### src/rtl/astream_pkg.sv
// Shared definitions for the astream transmit/receive shells.
package astream_pkg;

  localparam int unsigned PAYLOAD_BITS_DEF = 32;
  localparam int unsigned COUNT_BITS_DEF   = 16;

  // Skid buffer occupancy.
  typedef enum logic [1:0] {
    EMPTY = 2'd0,
    ONE   = 2'd1,
    TWO   = 2'd2
  } skid_state_e;

endpackage

### src/rtl/astream_tx_shell_if.sv
// Link bundle for astream_tx_shell: upstream operator side, downstream receive-shell side and status.
interface astream_tx_shell_if
  import astream_pkg::*;
#(
  parameter int unsigned PAYLOAD_BITS = PAYLOAD_BITS_DEF,
  parameter int unsigned COUNT_BITS   = COUNT_BITS_DEF
);
  logic [PAYLOAD_BITS-1:0] din;
  logic                    val_in;
  logic                    ready_upward;
  logic [PAYLOAD_BITS-1:0] dout;
  logic                    val_out;
  logic                    ready_downward;
  logic [COUNT_BITS-1:0]   sent_count;

  modport master (
    output din, val_in, ready_downward,
    input  ready_upward, dout, val_out, sent_count
  );

  modport slave (
    input  din, val_in, ready_downward,
    output ready_upward, dout, val_out, sent_count
  );
endinterface

### src/rtl/astream_skid_buffer.sv
// Two-entry skid buffer: registered output word plus one overflow word, occupancy FSM.
module astream_skid_buffer
  import astream_pkg::*;
#(
  parameter int unsigned PAYLOAD_BITS = PAYLOAD_BITS_DEF
) (
  input  logic                    clk,
  input  logic                    reset_n,
  input  logic [PAYLOAD_BITS-1:0] din,
  input  logic                    val_in,
  output logic                    ready_upward,
  output logic [PAYLOAD_BITS-1:0] out_data,
  output logic                    out_valid,
  input  logic                    ready_downward
);

  skid_state_e             state_q, state_d;
  logic [PAYLOAD_BITS-1:0] out_q, skid_q;
  logic                    accept, send;
  logic                    load_out, out_from_skid, load_skid;

  // Ready and valid come from registered occupancy only.
  assign ready_upward = reset_n & (state_q != TWO);
  assign out_valid    = (state_q != EMPTY);
  assign accept       = val_in & ready_upward;
  assign send         = out_valid & ready_downward;
  assign out_data     = out_q;

  always_ff @(posedge clk or negedge reset_n) begin
    if (!reset_n) state_q <= EMPTY;
    else          state_q <= state_d;
  end

  always_comb begin
    state_d       = state_q;
    load_out      = 1'b0;
    out_from_skid = 1'b0;
    load_skid     = 1'b0;
    unique case (state_q)
      EMPTY: begin
        if (accept) begin
          load_out = 1'b1;
          state_d  = ONE;
        end
      end
      ONE: begin
        if (accept && send) begin
          load_out = 1'b1;
        end else if (accept) begin
          load_skid = 1'b1;
          state_d   = TWO;
        end else if (send) begin
          state_d = EMPTY;
        end
      end
      TWO: begin
        // Skid word always drains before any new input is taken.
        if (send) begin
          load_out      = 1'b1;
          out_from_skid = 1'b1;
          state_d       = ONE;
        end
      end
      default: state_d = EMPTY;
    endcase
  end

  always_ff @(posedge clk or negedge reset_n) begin
    if (!reset_n) begin
      out_q  <= '0;
      skid_q <= '0;
    end else begin
      if (load_out)  out_q  <= out_from_skid ? skid_q : din;
      if (load_skid) skid_q <= din;
    end
  end

endmodule

### src/rtl/astream_tx_shell.sv
// Transmit shell toward an astream receive shell: skid buffer, ready-qualified val_out, sent-word counter.
// Define ASTREAM_TX_IDLE_ZERO_EN to force dout to zero while no word is held.
module astream_tx_shell
  import astream_pkg::*;
#(
  parameter int unsigned PAYLOAD_BITS = PAYLOAD_BITS_DEF,
  parameter int unsigned COUNT_BITS   = COUNT_BITS_DEF
) (
  input  logic               clk,
  input  logic               reset_n,
  astream_tx_shell_if.slave  bus
);

  logic [PAYLOAD_BITS-1:0] out_data;
  logic                    out_valid;
  logic                    send;
  logic [COUNT_BITS-1:0]   count_q;

  astream_skid_buffer #(
    .PAYLOAD_BITS (PAYLOAD_BITS)
  ) u_skid (
    .clk            (clk),
    .reset_n        (reset_n),
    .din            (bus.din),
    .val_in         (bus.val_in),
    .ready_upward   (bus.ready_upward),
    .out_data       (out_data),
    .out_valid      (out_valid),
    .ready_downward (bus.ready_downward)
  );

  // The receiver writes on every val cycle, so never present a word while it is full.
  assign send        = out_valid & bus.ready_downward;
  assign bus.val_out = send;

`ifdef ASTREAM_TX_IDLE_ZERO_EN
  assign bus.dout = out_valid ? out_data : '0;
`else
  assign bus.dout = out_data;
`endif

  always_ff @(posedge clk or negedge reset_n) begin
    if (!reset_n)  count_q <= '0;
    else if (send) count_q <= count_q + COUNT_BITS'(1);
  end

  assign bus.sent_count = count_q;

endmodule

### src/flat_wrapper.sv
// flat-port wrapper written by rule: the top's interface ports become plain ports
module astream_tx_shell_flat import astream_pkg::*;
#(
  parameter int unsigned PAYLOAD_BITS = PAYLOAD_BITS_DEF,
  parameter int unsigned COUNT_BITS   = COUNT_BITS_DEF
)
  (clk, reset_n, bus_din, bus_val_in, bus_ready_downward, bus_ready_upward, bus_dout, bus_val_out, bus_sent_count);
  astream_tx_shell_if #(.PAYLOAD_BITS(PAYLOAD_BITS), .COUNT_BITS(COUNT_BITS)) bus_i ();
  input  logic clk;
  input  logic reset_n;
  input wire logic [$bits(bus_i.din)-1:0] bus_din;
  input wire logic [$bits(bus_i.val_in)-1:0] bus_val_in;
  input wire logic [$bits(bus_i.ready_downward)-1:0] bus_ready_downward;
  output wire logic [$bits(bus_i.ready_upward)-1:0] bus_ready_upward;
  output wire logic [$bits(bus_i.dout)-1:0] bus_dout;
  output wire logic [$bits(bus_i.val_out)-1:0] bus_val_out;
  output wire logic [$bits(bus_i.sent_count)-1:0] bus_sent_count;
  assign bus_i.din = bus_din;
  assign bus_i.val_in = bus_val_in;
  assign bus_i.ready_downward = bus_ready_downward;
  assign bus_ready_upward = bus_i.ready_upward;
  assign bus_dout = bus_i.dout;
  assign bus_val_out = bus_i.val_out;
  assign bus_sent_count = bus_i.sent_count;
  astream_tx_shell #(.PAYLOAD_BITS(PAYLOAD_BITS), .COUNT_BITS(COUNT_BITS)) u_core (.clk(clk), .reset_n(reset_n), .bus(bus_i));
endmodule
### config.mk
export PLATFORM = sky130hd
export DESIGN_NAME = astream_tx_shell_flat
export DESIGN_NICKNAME = d
export VERILOG_FILES = /design/src/rtl/astream_pkg.sv /design/src/rtl/astream_tx_shell_if.sv /design/src/rtl/astream_skid_buffer.sv /design/src/rtl/astream_tx_shell.sv /design/src/flat_wrapper.sv
export SDC_FILE = /design/constraint.sdc
export NUM_CORES = 1
export LEC_CHECK = 0
export CAP_MARGIN = 20
export CORE_MARGIN = 2
export CORE_UTILIZATION = 44
export DETAILED_ROUTE_END_ITERATION = 10
export PLACE_DENSITY = 0.75
export REMOVE_ABC_BUFFERS = 1
export SYNTH_ARGS = -nofsm -noshare
export SYNTH_HDL_FRONTEND = slang
export SYNTH_SLANG_ARGS = --single-unit
### constraint.sdc
create_clock -name clk -period 1.49 [get_ports clk]
set_input_delay 0.298 -clock clk [delete_from_list [all_inputs] [get_ports clk]]
set_output_delay 0.298 -clock clk [all_outputs]
set_load 0.005 [all_outputs]
==> results of run 1 <==
-- report_power, final --
group / internal, uW / total, uW / switching, uW
combinational: 1770 / 2810 / 1050
clock: 681 / 1430 / 745
sequential: 3040 / 3510 / 468
-- registers in the layout, indices dropped and copies added, names as in the netlist --
name / flops
u_core.u_skid.out_data: 32
u_core.bus.sent_count: 16
u_core.u_skid.state_q: 2
u_core.u_skid.skid_q: 32
-- routing by layer --
layer	global-route usage (%)	share of wire (%)	wire length, um	vias up
met4	5.515	1.4	130	0
met1	27.52	44	4246	1386
met2	33.03	48	4639	80
met5	0	0	0	-
met3	5.318	6.1	584	13
li1	-	-	-	1267
-- worst max-delay path: cells and delay by family, from the launching register on --
kind                   cells  cell delay, ns
and+or+nand+nor            1            0.12
DFF                        1            0.43
buffers and inverters      4            0.66
AOI/OAI and AO/OA          2            0.32
-- final timing paths --
kind / from / to / cells past startpoint
worst max-delay path: u_core.u_skid.state_q[0]$_DFFE_PN0P_ / u_core.u_skid.out_data[17]$_DFFE_PN0P_ / 7
worst max register to register: u_core.u_skid.state_q[0]$_DFFE_PN0P_ / u_core.u_skid.out_data[17]$_DFFE_PN0P_ / 7
min in group clk: u_core.bus.sent_count[15]$_DFFE_PN0N_ / u_core.bus.sent_count[15]$_DFFE_PN0N_ / 1
worst min-delay path: reset_n / u_core.u_skid.out_data[22]$_DFFE_PN0P_ / 2
worst min register to register: u_core.bus.sent_count[15]$_DFFE_PN0N_ / u_core.bus.sent_count[15]$_DFFE_PN0N_ / 1
max in group asynchronous: reset_n / u_core.u_skid.state_q[1]$_DFFE_PN0P_ / 3
-- kinds of logic after synthesis --
family / share of synthesized area (%)
DFF: 58.76
muxes: 19.78
and+or+nand+nor: 8.205
AOI/OAI and AO/OA: 6.235
buffers and inverters: 2.902
xor gates and xnor gates: 3.762
adders and majority gates: 0.3582
-- cell type report --
cell class | instances | area, sq um | area share, %
clock buffer | 12 | 155.1 | 2.832
sequential | 82 | 2054 | 37.51
tap | 102 | 127.6 | 2.330
clock inverter | 3 | 15.01 | 0.2741
timing repair buffer | 151 | 1528 | 27.89
multi-input combinational | 183 | 1594 | 29.10
inverter | 1 | 3.754 | 0.06852
-- what timing repair did --
action / in CTS / in global routing
hold buffers: 2 / 0
gates resized for setup: 75 / 63
buffers inserted: 25 / 11
cloned: 5 / 3
pin swaps: 4 / 8
endpoints found under the hold margin: 18 / 0
endpoints found under the setup margin: 111 / 77
-- through the flow --
step,power (uW),cells,TNS [ns]
global route,8219,534,-8.108
detailed placement,5730,476,-28.29
floorplan,4427,266,-61.70
global placement,5625,476,-26.02
CTS,7270,523,-4.627
finish,7746,534,-4.739
-- layout by cell type, fill, tap and decap left out, types with 8 or more instances in the layout --
| master | instances |
|---|---|
| nand2_1 | 10 |
| dlygate4sd2_1 | 47 |
| xnor2_1 | 10 |
| a21oi_1 | 14 |
| mux2i_1 | 33 |
| clkdlybuf4s50_1 | 33 |
| mux2_4 | 32 |
| buf_4 | 43 |
| buf_6 | 8 |
| clkbuf_8 | 11 |
| nor2_1 | 34 |
| a21oi_2 | 19 |
| dfrtp_1 | 80 |
==> flow_summary_export.csv, run 1 <==
group,metric,value,unit
status,status,"finished with violations",
status,failed_checks,"setup timing",
place,dpl-instance-area,4607,sq um
timing,worst_hold_slack,0.2051,ns
worst_setup_path,end_kind,"flop",
worst_setup_path,path_cells,"buf_6, nor2b_4, buf_6, o31ai_4, buf_6, clkbuf_16, a21oi_2",
worst_setup_path,crit_top_cell,"buf_6",
worst_setup_path,regToRegSetupSlack,-0.15,ns
layout,final_nets,465,
logic_synthesis,post-synth-top-count-cell,"dfrtp_1",
pwr,vdd.ir_drop.worst,755.3,uV
logic_synthesis,seq_area_frac_synth,58.76,%
drt,drc,0,
grt,grt_pass1_wl,13790,um
timing,clock.fmax,609.9,MHz
logic_synthesis,yosysUniqueCellTypes,30,
worst_hold_path,hold_class,"input port to async pin",
worst_setup_path,cp.arrival,1.86,ns
layout,postLayoutCoreUtil,70.89,%
layout,stdcell_area,5478,sq um
timing,setup_slack,-0.1497,ns
cts,clock_sinks,82,
floorplanning,core-area,7727,sq um
place,portBuffers,85,
place,dp_slack,-0.4386,ns
place,dp_hpwl,4782,um
cts,clock_latency,0.34,ns
timing,post-route-period-util,110.0,%
worst_setup_path,cp_max_fo,6,
grt,grt-ovfl-total,0,
timing,post-route-min-period,1.640,ns
logic_synthesis,synth_ff_type,"dfrtp_1",
logic_synthesis,synth_top_cell_area_share,58.76,%
drt,antenna_left,0,
logic_synthesis,syn_area,3492,sq um
logic_synthesis,synth-edff-count,0,
drt,drtIter0Drc,96,
timing,tightest_slew,0.8030,ns
drt,drt-total-wl,9600,um
worst_setup_path,worstSetupPathType,"flop to flop",
logic_synthesis,synth.area.top_cells,"dfrtp_1, mux2i_1, mux2_2",
logic_synthesis,ys_warn_count,0,
grt,antenna_found_initial,0,
cts,clk_pin_slew,0.08,ns
layout,nFillCells,545,
pwr,power.density,1414,nW/um^2
layout,drive_gt1_share,34.03,%
timing,relSlewSlack,46.46,%
drt,vias_per_cell,5.142,
timing,final-hold-violation-count,0,
worst_setup_path,startpoint_type,"flop",
floorplanning,rows,32,
cts,cts-root-buf,"clkbuf_8",
logic_synthesis,async_reset_ff_share,100.0,%
cts,cts_buffer_depth,2,
floorplanning,dieWidth,93.09,um
logic_synthesis,syn_area_per_cell,12.43,sq um
cts,cts_buffers,9,
cts,cts_tree,"yes",
logic_synthesis,synth_cells,281,
layout,diodes,0,
drt,first_pass_iters,4,
floorplanning,start_util,45.19,%
logic_synthesis,synth_seq_cells,82,
floorplanning,io_pins,86,
grt,grt_pass1_vias,2700,
worst_setup_path,required,1.71,ns
cts,cts_max_level,3,
floorplanning,die-area,8665,sq um
flow_run,maxCapViolCount,0,
worst_setup_path,cpPeakStageDelay,0.43,ns
grt,grt_max_degree,65,
timing,fin_skew,0.008743,ns
timing,setup_viol,53,
drt,num_vias,2746,
worst_setup_path,slowest_stage,"dfrtp_2",
logic_synthesis,synth_largest_area_cell,"dfrtp_1",
grt,grtUsageTotal,20.44,%
timing,drv_slew,0,
drt,wl_per_cell,17.98,um
pwr,leakagePower,0.002716,uW
timing,grt_setup_unrepaired,"yes",
layout,synthToLayoutAreaGrowth,56.86,%
place,gp_congestion,0.7227,
logic_synthesis,synth.cells.most_frequent,"dfrtp_1, nor2_1, a21oi_1, mux2i_1, mux2_2",
floorplanning,die_y,93.09,um
Power figures use the tool's default switching activity.
==> run 2, diff against run 1 <==
Settings changed: CORE_UTILIZATION 44 to 45, SYNTH_HIERARCHICAL set to 1.
==> run 2 against run 1 <==
  * Sequential share of layout area is 3.6 points lower
  * Die area rose by 10%
  * Core utilization is 0.63 points lower
  * Largest cell class unchanged
  * Critical path depth decreased by 1
  * Non-clock buffer count up 12
  * Global-route usage fell by 0.26 points
  * Via count down 5.2%
  * Combinational power fell by 3%
  * Largest power group unchanged
  * The run still ends with setup timing left
==> flow_summary_export.csv, run 2 <==
group,metric,value,unit
logic_synthesis,synth-compound-area-share,0.8850,%
worst_setup_path,ff2ff_path_depth,6,
pwr,power.density,1270,nW/um^2
cts,cts-root-buf,"clkbuf_8",
worst_setup_path,r2r-start,"u_core/u_skid/state_q[0]$_DFFE_PN0P_",
cts,clock_latency,0.34,ns
cts,clock_sinks,82,
grt,grtUsageTotal,20.18,%
drt,first_pass_iters,4,
grt,grt_max_degree,59,
cts,cts_tree,"yes",
drt,drc,0,
pwr,vdd.ir_drop.worst,708.0,uV
timing,setup_viol,78,
logic_synthesis,synth_fa_ha_area_share,0.3161,%
worst_hold_path,hold_class,"input port to async pin",
logic_synthesis,synth_largest_area_cell,"dfrtp_1",
layout,diodes,0,
drt,wl_per_cell,18.00,um
layout,most-common-layout-cells,"mux2_4, dfrtp_1, buf_4",
grt,grt-ovfl-total,0,
logic_synthesis,syn_area_per_cell,16.22,sq um
drt,antenna_left,0,
layout,multi_input_area,2003,sq um
pwr,leakagePower,0.002994,uW
cts,clk_pin_slew,0.08,ns
layout,stdcell_area,6067,sq um
place,dp_slack,-0.5470,ns
logic_synthesis,synth_ff_type,"dfrtp_1",
timing,tightest_slew,0.7331,ns
floorplanning,dieWidth,97.80,um
logic_synthesis,ys_warn_count,6,
logic_synthesis,synth-simple-area-share,6.511,%
logic_synthesis,synth_xor_area_share,3.508,%
worst_setup_path,required,1.72,ns
place,gp_congestion,0.7458,
floorplanning,core-area,8636,sq um
worst_setup_path,startpoint_type,"flop",
timing,relSlewSlack,51.13,%
cts,ctsHoldBuffers,0,
logic_synthesis,synth.area.mux_share,33.44,%
layout,final_nets,446,
grt,grt_pass1_vias,2923,
worst_setup_path,end_kind,"flop",
place,dp_hpwl,5053,um
timing,post-route-period-util,122.8,%
worst_setup_path,worstSetupPathType,"flop to flop",
timing,post-route-min-period,1.830,ns
place,portBuffers,85,
logic_synthesis,synth_cells,244,
logic_synthesis,post-synth-top-count-cell,"dfrtp_1",
cts,cts_buffer_depth,2,
timing,grt_setup_unrepaired,"yes",
floorplanning,start_util,45.84,%
logic_synthesis,seq_area_frac_synth,51.83,%
worst_setup_path,startpoint,"u_core/u_skid/state_q[0]$_DFFE_PN0P_",
drt,vias_per_cell,4.989,
flow_run,maxCapViolCount,0,
drt,drt-total-wl,9398,um
place,dpl-instance-area,5119,sq um
cts,cts_buffers,9,
worst_setup_path,cp_max_fo,11,
drt,drtIter0Drc,56,
floorplanning,io_pins,86,
grt,grt_pass1_wl,15180,um
status,failed_checks,"setup timing",
worst_setup_path,cp.arrival,2.06,ns
logic_synthesis,syn_area,3959,sq um
layout,drive_gt1_share,54.35,%
timing,fin_skew,0.008974,ns
timing,clock.fmax,546.6,MHz
layout,final_common_cell,"mux2_4",
floorplanning,die-area,9564,sq um
cts,cts_max_level,3,
grt,antenna_found_initial,0,
timing,drv_slew,0,
timing,setup_slack,-0.3395,ns
floorplanning,rows,34,
drt,num_vias,2604,
logic_synthesis,synth.cells.most_frequent,"dfrtp_1, mux2_4, mux2_2, xnor2_1, nand2_1",
layout,nFillCells,584,
logic_synthesis,synth_top_family_by_area,"multiplexers",
timing,tns,-20.02,ns
logic_synthesis,synth-edff-count,0,
logic_synthesis,synth_top_cell_area_share,51.83,%
status,status,"finished with violations",
timing,final-hold-violation-count,0,
floorplanning,die_y,97.80,um
logic_synthesis,async_reset_ff_share,100.0,%
logic_synthesis,synth.area.top_cells,"dfrtp_1, mux2_4, mux2_2",
layout,seqCellArea,2056,sq um
logic_synthesis,yosysUniqueCellTypes,35,
logic_synthesis,synth_seq_cells,82,
layout,synthToLayoutAreaGrowth,53.26,%
run 2: layer usage:
layer,routed length [um],track usage [%],up-vias
li1,-,-,1204
met1,4146,26.07,1319
met2,4672,33.05,68
met3,443,4.653,13
met4,136,8.226,0
met5,0,0,-
run 2: cells by family (layout without fill, tap and decap cells):
group,after synthesis,count (layout)
buf+inv,12,182
mux,98,98
flops,82,82
xor+xnor,15,15
simple gates,33,33
compound gates,3,3
fa+ha+maj,1,1
run 2: per-stage QoR:
step / util, % / hold WS (ns) / instances / power (uW)
floorplan: - / 0.002409 / 235 / 4354
global placement: 59.27 / 0.4437 / 456 / 5461
detailed placement: 59.27 / 0.4418 / 456 / 5530
CTS: 68.49 / 0.06327 / 517 / 7630
global route: 70.26 / 0.08305 / 522 / 8131
finish: 70.26 / 0.07074 / 522 / 7705
run 2: report_power, final:
part	total (uW)	leakage, uW	switching (uW)	internal, uW
Clock	1680	0.000100	807	875
Combinational	2720	0.00190	830	1890
Sequential	3310	0.000994	398	2910
run 2: critical path, stage by stage, from the launching register on:
cell      delay (ns)
dfrtp_1         0.42
buf_6           0.13
buf_4           0.13
nand3b_4        0.25
buf_12          0.22
mux2_4          0.30
mux2_4          0.26
run 2: worst paths after layout:
check / endpoint / slack [ns]
worst max-delay path: u_core/u_skid/out_data[14]$_DFFE_PN0P_ / -0.34
worst min-delay path: u_core/u_skid/state_q[1]$_DFFE_PN0P_ / 0.07
worst max register to register: u_core/u_skid/out_data[14]$_DFFE_PN0P_ / -0.34
worst min register to register: u_core/bus.sent_count[15]$_DFFE_PN0P_ / 0.48
max in group asynchronous: u_core/bus.sent_count[3]$_DFFE_PN0P_ / 0.84
min in group clk: u_core/bus.sent_count[15]$_DFFE_PN0P_ / 0.48
run 2: what timing repair did:
action,in CTS,in global routing
setup buffers,39,7
resized for setup,116,29
gates cloned,6,1
endpoints found under the setup margin,123,80
pin swaps,9,16
hold endpoints to repair,0,0
run 2: cell type report:
type                       count  share of cell area, %
sequential                    82                  33.88
clock buffer                  13                  2.619
multi-input combinational    150                  33.02
timing repair buffer         163                  27.30
clock inverter                 3                 0.7630
tap                          108                  2.227
inverter                       3                 0.1856
==> run 3, diff against run 2 <==
Settings changed: ABC_AREA set to 1.
==> run 3 against run 2 <==
  * The run still ends with setup timing left
  * Fmax up 18%
  * Die area up 1.9%
  * Clock-buffer cell count shrank 3
  * Sequential share of layout area increased by 0.98 points
  * Global-route usage is 4.1 points higher
  * Power increased by 12%
  * Routed wire length rose by 27%
  * Cell count increased by 47%
  * Synthesized area up 2.0%
  * Hold slack got worse by 0.050 ns
  * Critical endpoint is now bus_ready_upward
  * Largest power group unchanged
  * Highest routed layer unchanged
==> flow_summary_export.csv, run 3 <==
group,metric,value,unit
worst_setup_path,required,1.19,ns
logic_synthesis,synth_seq_cells,82,
drt,vias_per_cell,5.354,
place,portBuffers,85,
pwr,power.density,1461,nW/um^2
logic_synthesis,synth_cells,514,
logic_synthesis,yosysUniqueCellTypes,24,
drt,drtIter0Drc,352,
worst_setup_path,path_cells,"buf_6, nor2_4, nor2_2, buf_2",
logic_synthesis,synth.cells.most_frequent,"nand2_1, dfrtp_1, nand3_1, o21ai_0, inv_1",
grt,grt_max_degree,84,
cts,cts_buffers,9,
timing,post-route-min-period,1.555,ns
worst_setup_path,cpPeakStageDelay,0.43,ns
pwr,p_int,5811,uW
cts,cts_tree,"yes",
floorplanning,dieWidth,98.73,um
status,status,"finished with violations",
layout,postLayoutCoreUtil,67.53,%
drt,antenna_left,0,
logic_synthesis,syn_area_per_cell,7.855,sq um
pwr,p_sw,2792,uW
logic_synthesis,async_reset_ff_share,100.0,%
flow_run,maxCapViolCount,0,
grt,grt_pass1_vias,3907,
layout,fin_cells,765,
floorplanning,io_pins,86,
worst_setup_path,end_kind,"primary output",
place,dp_hpwl,7252,um
worst_setup_path,cp_max_fo,3,
drt,num_vias,4096,
floorplanning,rows,34,
grt,grt-ovfl-total,0,
floorplanning,start_util,46.30,%
cts,cts-root-buf,"clkbuf_8",
pwr,comb_power_share,33.7,%
floorplanning,die-area,9747,sq um
pwr,p_total,8603,uW
timing,tightest_slew,0.4339,ns
cts,ctsHoldBuffers,0,
worst_setup_path,cp.arrival,1.26,ns
timing,fin_skew,0.008243,ns
pwr,vdd.ir_drop.worst,926.3,uV
cts,clk_pin_slew,0.09,ns
timing,final-hold-violation-count,0,
cts,cts_buffer_depth,2,
layout,final_nets,689,
pwr,p_clk_share,25.3,%
pwr,swShare,32.46,%
logic_synthesis,synth-edff-count,0,
worst_hold_path,hold_class,"input port to async pin",
floorplanning,core-area,8721,sq um
worst_setup_path,slowest_stage,"dfrtp_1",
logic_synthesis,ys_warn_count,6,
drt,first_pass_iters,5,
place,gp_congestion,0.8575,
timing,drv_slew,0,
drt,drt-total-wl,11970,um
layout,synthToLayoutAreaGrowth,45.86,%
layout,drive_gt1_share,20.40,%
timing,clock.fmax,642.9,MHz
logic_synthesis,synth_top_cell_area_share,50.82,%
place,dp.cells,712,
cts,clock_latency,0.35,ns
logic_synthesis,synth.area.top_cells,"dfrtp_1, nand2_1, nand3_1",
cts,clock_sinks,82,
logic_synthesis,syn_area,4038,sq um
drt,drc,0,
layout,most-common-layout-cells,"nand2_1, dfrtp_1, nand3_1",
grt,grtUsageTotal,24.32,%
timing,post-route-period-util,104.4,%
worst_setup_path,regToRegSetupSlack,-0.06,ns
drt,wl_per_cell,15.65,um
grt,grt_pass1_wl,18930,um
layout,final_common_cell,"nand2_1",
worst_setup_path,startpoint_type,"flop",
timing,grt_setup_unrepaired,"yes",
layout,diodes,0,
timing,setup_viol,17,
floorplanning,die_y,98.73,um
cts,cts_max_level,3,
grt,antenna_found_initial,0,
timing,setup_slack,-0.06541,ns
pwr,leakagePower,0.003092,uW
logic_synthesis,synth_largest_area_cell,"dfrtp_1",
status,failed_checks,"setup timing",
worst_setup_path,worstSetupPathType,"flop to primary output",
timing,relSlewSlack,71.07,%
pwr,power_frac_seq,40.9,%
logic_synthesis,post-synth-top-count-cell,"nand2_1",
logic_synthesis,seq_area_frac_synth,50.82,%
logic_synthesis,synth_ff_type,"dfrtp_1",
## run 3: changes by cell type after synthesis, sizes merged, moves of 4 or more
cell and change:
buf +10, nand2 +231, clkbuf +9, xor2 +4, xnor2 -8, nor2 +12
o21ai +32, inv +22, nand3 +68, mux2 -97
## run 3: layer usage
layer / vias up / global-route usage [%] / share of wire [%]
met5: - / 0 / 0
met4: 0 / 9.062 / 3.3
met3: 35 / 5.461 / 6.6
met2: 184 / 40.29 / 50
met1: 1968 / 31.38 / 40
li1: 1909 / - / -
## run 3: layout make-up
| type | instances | area (sq um) |
|---|---|---|
| fillers | 682 | 2831 |
| flip-flops and latches | 82 | 2053 |
| multi-input cells | 381 | 1897 |
| repair buffers | 153 | 1436 |
| clock buffers | 10 | 137.6 |
| clock inverters | 6 | 136.4 |
| well taps | 108 | 135.1 |
| inverters | 25 | 93.84 |
## run 3: critical path, delay by kind of cell (launching register included)
family | cells | cell delay, ns
flops | 1 | 0.43
buf+inv | 2 | 0.27
simple gates | 2 | 0.20
## run 3: stage by stage
step | worst slack [ns] | cell area (sq um) | hold slack [ns] | setup TNS (ns)
finish | -0.06541 | 5889 | 0.02028 | -0.8008
detailed placement | -0.3484 | 5132 | 0.4264 | -23.61
global route | -0.1055 | 5889 | 0.05779 | -2.793
global placement | -0.3587 | 5132 | 0.4131 | -22.13
CTS | -0.01867 | 5714 | 0.04412 | -0.03173
floorplan | -0.4134 | 3864 | 0.002409 | -15.32
## run 3: worst paths after layout
path / start / to / depth (start not counted)
min: reset_n / u_core/u_skid/skid_q[0]$_DFFE_PN0P_ / 2
min in group clk: u_core/u_skid/out_data[20]$_DFFE_PN0P_ / u_core/u_skid/out_data[20]$_DFFE_PN0P_ / 2
max reg2reg: u_core/u_skid/state_q[0]$_DFFE_PN0P_ / u_core/u_skid/out_data[9]$_DFFE_PN0P_ / 9
min reg2reg: u_core/u_skid/out_data[20]$_DFFE_PN0P_ / u_core/u_skid/out_data[20]$_DFFE_PN0P_ / 2
max in group asynchronous: reset_n / u_core/u_skid/out_data[8]$_DFFE_PN0P_ / 2
max: u_core/u_skid/state_q[0]$_DFFE_PN0P_ / bus_ready_upward / 4
## run 3: what timing repair did
action / CTS / global route
resized for setup: 67 / 47
pin swaps: 4 / 12
setup endpoints to repair: 83 / 71
setup buffers: 35 / 2
cloned: 3 / 2
## run 3: kinds of logic (layout without fill, tap and decap cells)
group / Yosys count / count (layout) / share of synthesized area, %
fa+ha+maj: 1 / 1 / 0.3098
simple gates: 334 / 336 / 35.76
buf+inv: 53 / 194 / 6.631
xor+xnor: 11 / 11 / 2.386
flops: 82 / 82 / 50.82
compound gates: 33 / 33 / 4.090
## run 3: power by group through the flow
stage | combinational [uW] | clock, uW | sequential [uW]
floorplan | 998 | 0 | 3540
global placement | 2390 | 0 | 3570
detailed placement | 2480 | 0 | 3620
CTS | 2710 | 2190 | 3480
global route | 3200 | 2300 | 3620
finish | 2900 | 2180 | 3520
